$ cat config.mk
export PLATFORM = sky130hd
export DESIGN_NAME = fetch_pc_unit
export DESIGN_NICKNAME = d
export VERILOG_FILES = /design/src/rtl/mips_fetch_pkg.sv /design/src/rtl/fetch_skid_buf.sv /design/src/rtl/fetch_pc_unit.sv
export SDC_FILE = /design/constraint.sdc
export NUM_CORES = 1
export LEC_CHECK = 0
export BUFFER_PORTS_ARGS = -buffer_cell sky130_fd_sc_hd__buf_2
export CAP_MARGIN = 20
export CORE_MARGIN = 4
export CORE_UTILIZATION = 24
export CTS_CLUSTER_SIZE = 12
export DETAILED_ROUTE_END_ITERATION = 8
export RECOVER_POWER = 50
export SLEW_MARGIN = 20
export SYNTH_ARGS = -nofsm -noshare
export SYNTH_HDL_FRONTEND = slang
export SYNTH_SLANG_ARGS = --single-unit
$ cat constraint.sdc
create_clock -name clk -period 2.44 [get_ports clk]
set_input_delay 0.61 -clock clk [delete_from_list [all_inputs] [get_ports clk]]
set_output_delay 0.61 -clock clk [all_outputs]
set_load 0.02 [all_outputs]
$ cat src/rtl/mips_fetch_pkg.sv
// Shared types and constants for the MIPS instruction-fetch front end.
// Latency: n/a (package only).
// Backpressure: n/a (package only).
package mips_fetch_pkg;

    localparam logic [1:0] ST_IDLE = 2'd0;
    localparam logic [1:0] ST_REQ  = 2'd1;
    localparam logic [1:0] ST_WAIT = 2'd2;
    localparam logic [1:0] ST_HOLD = 2'd3;

    localparam logic [31:0] RESET_PC_DEFAULT   = 32'h0000_0000;
    localparam logic [31:0] EXC_VECTOR_DEFAULT = 32'h0000_0180;

    typedef struct packed {
        logic [31:0] instr;
        logic [31:0] pc;
        logic [31:0] pcPlus4;
    } fetch_pkt_t;

    function automatic logic [31:0] pcInc(input logic [31:0] pc);
        return pc + 32'd4;
    endfunction

endpackage

$ cat src/rtl/fetch_skid_buf.sv
// One-entry skid buffer for fetched packets, with synchronous flush.
// Latency: 1 cycle from push to outVld.
// Backpressure: inRdy low while full; entry drains when outRdy is high.
module fetch_skid_buf
    import mips_fetch_pkg::*;
(
    input  logic       clk,
    input  logic       rst_n,
    input  logic       flush,
    input  logic       inVld,
    output logic       inRdy,
    input  fetch_pkt_t inDat,
    output logic       outVld,
    input  logic       outRdy,
    output fetch_pkt_t outDat
);

    logic       full;
    fetch_pkt_t store;

    assign inRdy  = !full;
    assign outVld = full;
    assign outDat = store;

    always_ff @(posedge clk or negedge rst_n) begin
        if (!rst_n) begin
            full  <= 1'b0;
            store <= '0;
        end else if (flush) begin
            full <= 1'b0;
        end else if (inVld && inRdy) begin
            full  <= 1'b1;
            store <= inDat;
        end else if (outVld && outRdy) begin
            full <= 1'b0;
        end
    end

endmodule

$ cat src/rtl/fetch_pc_unit.sv
// Fetch front end: owns the PC, issues single-outstanding imem requests, feeds decode.
// Latency: grant in n, rvalid in n+1 gives if_valid in n+2 (one word per 2 cycles).
// Backpressure: output register plus one skid entry; fetching stops while both are full.
module fetch_pc_unit
    import mips_fetch_pkg::*;
#(
    parameter logic [31:0] RESET_PC   = RESET_PC_DEFAULT,
    parameter logic [31:0] EXC_VECTOR = EXC_VECTOR_DEFAULT
)
(
    input  logic        clk,
    input  logic        rst_n,
    output logic        imem_req,
    output logic [31:0] imem_addr,
    input  logic        imem_gnt,
    input  logic        imem_rvalid,
    input  logic [31:0] imem_rdata,
    input  logic        redirect_valid,
    input  logic [31:0] redirect_pc,
    input  logic        exc_valid,
    output logic        if_valid,
    input  logic        if_ready,
    output logic [31:0] if_instr,
    output logic [31:0] if_pc,
    output logic [31:0] if_pc_plus4
);

    logic [1:0]  state;
    logic [31:0] pc;
    logic        drop;
    logic        outVld;
    fetch_pkt_t  outReg;

    logic        flushEvt;
    logic [31:0] flushPc;
    logic        outstanding;
    logic        outFree;
    logic        respTake;
    logic        toOut;
    logic        toSkid;
    logic        skidInRdy;
    logic        skidVld;
    logic        skidPop;
    fetch_pkt_t  respPkt;
    fetch_pkt_t  skidDat;

    assign imem_req  = (state == ST_REQ);
    assign imem_addr = pc;

    assign flushEvt    = (redirect_valid || exc_valid) && (state != ST_IDLE);
    assign flushPc     = exc_valid ? EXC_VECTOR : (redirect_pc & ~32'd3);
    // A response arriving in the same cycle as the flush is consumed here, so it is not outstanding.
    assign outstanding = ((state == ST_WAIT) && !imem_rvalid) || (imem_req && imem_gnt);

    assign outFree  = !outVld || if_ready;
    assign respTake = (state == ST_WAIT) && imem_rvalid && !drop && !flushEvt;
    assign toOut    = respTake && outFree;
    assign toSkid   = respTake && !outFree && skidInRdy;
    assign skidPop  = (state == ST_HOLD) && skidVld && if_ready && !flushEvt;
    assign respPkt  = {imem_rdata, pc, pcInc(pc)};

    fetch_skid_buf u_skid (
        .clk    (clk),
        .rst_n  (rst_n),
        .flush  (flushEvt),
        .inVld  (toSkid),
        .inRdy  (skidInRdy),
        .inDat  (respPkt),
        .outVld (skidVld),
        .outRdy (skidPop),
        .outDat (skidDat)
    );

    always_ff @(posedge clk or negedge rst_n) begin
        if (!rst_n) begin
            state <= ST_IDLE;
            pc    <= RESET_PC;
            drop  <= 1'b0;
        end else if (flushEvt) begin
            pc    <= flushPc;
            drop  <= outstanding;
            state <= outstanding ? ST_WAIT : ST_REQ;
        end else begin
            case (state)
                ST_IDLE: state <= ST_REQ;
                ST_REQ: begin
                    if (imem_gnt) state <= ST_WAIT;
                end
                ST_WAIT: begin
                    if (imem_rvalid) begin
                        if (drop) begin
                            drop  <= 1'b0;
                            state <= ST_REQ;
                        end else begin
                            pc    <= pcInc(pc);
                            state <= toSkid ? ST_HOLD : ST_REQ;
                        end
                    end
                end
                ST_HOLD: begin
                    if (if_ready) state <= ST_REQ;
                end
                default: state <= ST_IDLE;
            endcase
        end
    end

    always_ff @(posedge clk or negedge rst_n) begin
        if (!rst_n) begin
            outVld <= 1'b0;
            outReg <= '0;
        end else if (flushEvt) begin
            outVld <= 1'b0;
        end else if (toOut) begin
            outVld <= 1'b1;
            outReg <= respPkt;
        end else if (skidPop) begin
            outVld <= 1'b1;
            outReg <= skidDat;
        end else if (if_ready) begin
            outVld <= 1'b0;
        end
    end

    assign if_valid    = outVld;
    assign if_instr    = outReg.instr;
    assign if_pc       = outReg.pc;
    assign if_pc_plus4 = outReg.pcPlus4;

endmodule

# Yosys cells after proc, flatten, opt, wreduce, memory -nomap -nowiden
# Index checks and enable logic that the tools add are counted.
# word_totals
output_inout_bits,130
reg_bits,229
input_bits,71
elab_cells,80
# classes
n_eq_ne,7
mux,25
reduce_logical,35
n_addsub,1
bitwise,1
# op_table
op,count
96-bit 2-to-1 mux,2
32-bit 2-to-1 mux,5
"32-bit by 3-bit adder with 32-bit output, second input constant",1
1-bit logical AND,14
2-bit 2-to-1 mux,7
1-bit 2-to-1 mux,10
2-bit one-hot mux with 4 select lines,1
2-bit nonzero test,4
1-bit logical NOT,6
"3-bit != test, second input constant",2
2-bit AND reduction,3
3-bit AND reduction,2
"2-bit == test, second input constant",2
4-bit nonzero test,1
1-bit logical OR,3
"3-bit by 1-bit != test with 1-bit output, second input constant",1
3-bit nonzero test,1
"2-bit by 1-bit == test with 1-bit output, second input constant",1
2-bit logical NOT,1
"2-bit by 1-bit != test with 1-bit output, second input constant",1
1-bit NOT,1

# Longest topological paths before layout
# depth
ltp_word,11
depth_mapped,10
ltp_nobuf,7

# Modules after synthesis
# From an unflattened synthesis, not the netlist that was laid out.
# hier_totals
hier_cells,1050
hier_area_um2,10729.0
# by_module_without_submodules
mod,cells_per_inst,area_each_um2,n_inst,seq_area_each_um2
fetch_pc_unit,843,7115.6,1,3253.1
fetch_skid_buf,207,3613.5,1,2427.3

# Worst setup path before layout
# No wires, ideal clock.
# synth_timing
path_kind,in2reg
from,input exc_valid
to,"register outReg, in the netlist if_pc_plus4[2]"
stages,7
setup_slack_ns,0.453
required_time_ns,2.317
setup_ns,0.123
path_buffers,3
t_arrival_ns,1.864
cell_sequence,buf_6 -> o21ba_1 -> or3_1 -> buf_2 -> buf_2 -> a211oi_1 -> nor2_1
# synth_via
elab_chain_cells,7
elab_cells_between_ends,10
classes_between,mux (1); bitwise (1); reduce/logical (8)
# synth_rtl
element,line,rtl
"start, declared",fetch_pc_unit.sv:20,"input logic exc_valid,"
1-bit logical OR *,fetch_pc_unit.sv:50,assign flushEvt = (redirect_valid || exc_valid) && (state != ST_IDLE);
1-bit logical AND *,fetch_pc_unit.sv:50,
1-bit logical NOT,"fetch_pc_unit.sv:56, fetch_pc_unit.sv:59",
1-bit logical AND,fetch_pc_unit.sv:56,assign respTake = (state == ST_WAIT) && imem_rvalid && !drop && !flushEvt;
1-bit logical AND,fetch_pc_unit.sv:57,assign toOut = respTake && outFree;
2-bit nonzero test (no line),--,
2-bit AND reduction (no line),--,
"end signal, assigned",fetch_pc_unit.sv:116,outReg <= respPkt;
"end signal, assigned",fetch_pc_unit.sv:119,outReg <= skidDat;
"end, declared",fetch_pc_unit.sv:32,fetch_pkt_t outReg;
# Every way passes the cells marked *; elsewhere a longest branch is shown, timed or not.
# A chain may end at the register's enable or synchronous reset.

# Worst setup path in the final report
# layout_timing
from,register state[0]
to,"register outReg, in the netlist if_instr[17]"
# layout_via
elab_chain_cells,7
elab_cells_between_ends,16
classes_between,eq/ne (2); mux (1); bitwise (1); reduce/logical (12)
# layout_rtl
element,line,rtl
"start, declared",fetch_pc_unit.sv:28,logic [1:0] state;
"start signal, assigned",fetch_pc_unit.sv:82,state <= outstanding ? ST_WAIT : ST_REQ;
"start signal, assigned",fetch_pc_unit.sv:96,state <= toSkid ? ST_HOLD : ST_REQ;
2-bit == test / 2-bit nonzero test (equally long branches),"fetch_pc_unit.sv:56, fetch_pc_unit.sv:50",
"1-bit logical AND, on equally long branches","fetch_pc_unit.sv:56, fetch_pc_unit.sv:50",
1-bit logical AND / 1-bit logical NOT (equally long branches),"fetch_pc_unit.sv:56, fetch_pc_unit.sv:59",
1-bit logical AND,fetch_pc_unit.sv:56,
1-bit logical AND,fetch_pc_unit.sv:57,
2-bit nonzero test (no line),--,
2-bit AND reduction (no line),--,
# Parallel ways exist; a longest one is shown, timed or not.

==> results.md <==
- Placed instance count: 1745
- RSZ-0062 raised after global routing: false
- Grt ovf: 0
- DIE HEIGHT: 215.5 um
- Number of flops mapped to enable cells by yosys: 0
- Clk sink count: 219
- Via density: 4.697
- Crit path capture type: flop
- Synth Area per Inst: 9.690 um2
- Dpl hpwl: 23500 um
- Worst slack at placement: 0.1305 ns
- Vias in the first global route: 8290
- Arrival time at the worst endpoint: 2.68 ns
- P&R area growth vs syn: 24.24%
- Hold Vio Cnt, Final: 0
- Core Util, Final: 0.3039
- ANT cells: 0
- Hold crit path type: in -> reg
- Seq/Total Area, Yosys: 0.5305
- Synth area leader: dfrtp_1
- Worst setup SP type: flop
- Fmax: 448.2 MHz
- Max-slew violations: 67
- Fin worst setup slack: 0.2091 ns
- Drt drc: 0
- Initial core utilization: 0.2446
- Clock latency on the worst-skew pair: 0.54 ns
- Final nets: 1312
- DRT iter0 DRCs: 617
- Synth warnings: 0
- Setup CP Type: reg -> reg
- Slew HR: -0.2663
- Vias after detailed routing: 8426
- CTS tree: yes
- CTS buffer count: 27
- Mapped Cells: 1066
- Width of the chip: 215.5 um
- Post-CTS Resized: 0
- Max IR drop VDD: 763.3 uV
- Maximum root-to-sink buffer count: 3
- Core footprint: 42230 um2
- Final period util: 0.9143
- Hold Buf Count CTS: 0
- Status: finished with violations
- Post-synth cell types: 60
- Final WL: 32450 um
- Buffers on Ports: 192
- Final Non-Filler Cells: 1794
- Clk slew on worst S/H paths: 0.06 ns
- CP required: 2.89 ns
- Max-cap check violation count: 1
- Setup bufs post-CTS: 0
- Gpl congestion: 0.8604
- Initial antenna violation count: 0
- Asr flop ratio synth: 1.000
- Root Driver: clkbuf_16
- Row count: 75
- Ranking of synthesized cells by area: dfrtp_1 53%, nand2_1 7.0%, mux2_2 7.0%
- First-pass iteration count of the detailed router: 5
- Largest net degree at the start of global routing: 69
- Crit-path max FO: 54
- Failing checks: max-capacitance violations, max-slew violations
- First-pass GRT wire length: 50530 um
- Die ar.: 46430 um2
- Synth top area share: 0.5305
- Worst Tran Pin Value: 1.900 ns
- Period minus WS final: 2.231 ns
- Number of synthesized register bits: 219
- GR Util All Layers: 0.1362
- I/O Pins: 201
- Netlist Area Pre-Place: 10330 um2
- Setup TNS: 0 ns
- Post-synth top flop: dfrtp_1
- Overall Power: 0.01566 W
- Clock skew: 0.009046 ns
- Power per Cell Area: 1220 nW/um2
- Leak pwr: 5.728 nW
- WL per Instance: 18.09 um
- Detail Route Antenna Nets: 0
- Share of cells above drive strength 1: 0.2478
- Setup violators final: 0
- Htree depth: 1
flip-flops by register name, indices dropped and copies added (netlist names):
name,cells
drop,1
if_instr,32
if_pc,30
if_pc_plus4,30
if_valid,1
imem_addr,30
state,2
u_skid.outDat,92
u_skid.outVld,1
cell families (layout without fill, tap and decap cells):
logic type,count (synthesis),after routing,share of synthesized area
muxes,68,68,0.07364
other,1,6,0.0003630
DFF,219,219,0.5305
buffers and inverters,133,317,0.06989
and+or+nand+nor,369,369,0.1525
adders and majority gates,6,6,0.007267
xor gates and xnor gates,26,26,0.02204
AOI/OAI and AO/OA,244,244,0.1438
critical path, cell delays in order, from the launching register on:
cell and delay [ns]:
dfrtp_1 0.43, inv_1 0.13, ha_1 0.19, nand3b_1 0.23, o21ai_0 0.31, and2_4 0.32
buf_12 0.26, nor2_1 0.07, a31oi_1 0.16
placed cells by master (no fill, tap or decap), drive strengths merged, types with 11 or more instances in the layout:
cell type,count
inv,14
xnor2,11
nand2,194
nand3,20
a31oi,65
mux2,64
xor2,15
nor2,102
a21oi,37
buf,187
clkbuf,103
nand4,14
dfrtp,219
o21ai,80
Yosys cell counts (3+ instances only):
master    instances
buf_4            40
inv_1            14
nand4_1          13
nand2b_1          3
clkbuf_2          4
and4_1            3
o211ai_1          4
a21oi_1          37
and3_1            5
a22oi_1          10
xnor2_1          11
nand2_1         194
clkbuf_1         35
nor3_1            8
mux2i_1           4
ha_1              6
and2_1            3
buf_2            36
nor2_1          102
nor4_1            6
a31oi_1          65
o21ai_0          73
o22ai_1           9
mux2_2           64
xor2_1           15
dfrtp_1         219
nand3_1          20
buf_6             3
a22o_1            5
a21o_1            5
o31a_1            4
o21ai_1           7
o311ai_1          3
report_power, final:
part / total (W) / internal (W) / switching, W
sequential: 0.00545 / 0.00471 / 0.000745
clock: 0.00429 / 0.00268 / 0.00161
combinational: 0.00592 / 0.00199 / 0.00392
total: 0.0157 / 0.00938 / 0.00628
per-layer routing:
metal / part of all wire / global-route usage / vias up
met1: 0.46 / 0.1934 / 4147
met3: 0.065 / 0.02658 / 28
met5: 0 / 0 / -
met2: 0.46 / 0.2169 / 257
li1: - / - / 3994
met4: 0.015 / 0.02877 / 0
metrics by stage:
step	hold WS, ns	instance area, um2
2_1_floorplan	0.3144	10350
3_3_place_gp	0.4613	11980
5_1_grt	0.3037	12830
6_report	0.3219	12830
3_5_place_dp	0.4650	11980
4_1_cts	0.04072	12930
path summary, 6_finish.rpt:
path                                      to             from  cells past startpoint  slack (ns)
min in group asynchronous  u_skid.outDat[90]            rst_n                      1        0.58
max reg2reg                     if_instr[17]         state[0]                      8        0.21
min reg2reg                  if_pc_plus4[11]  if_pc_plus4[11]                      1        0.48
max in group asynchronous    if_pc_plus4[22]            rst_n                      2        0.47
min                        u_skid.outDat[64]    imem_rdata[0]                      2        0.32
max                             if_instr[17]         state[0]                      8        0.21
final cells by class:
type / count / area, um2
timing repair buffer: 254 / 1498
inverter: 14 / 52.55
tap: 539 / 674.4
clock buffer: 36 / 749.5
sequential: 219 / 5480
multi-input combinational: 719 / 4174
clock inverter: 13 / 205.2
fill: 4438 / 29390
No activity file was read; power rests on OpenSTA's default activity.
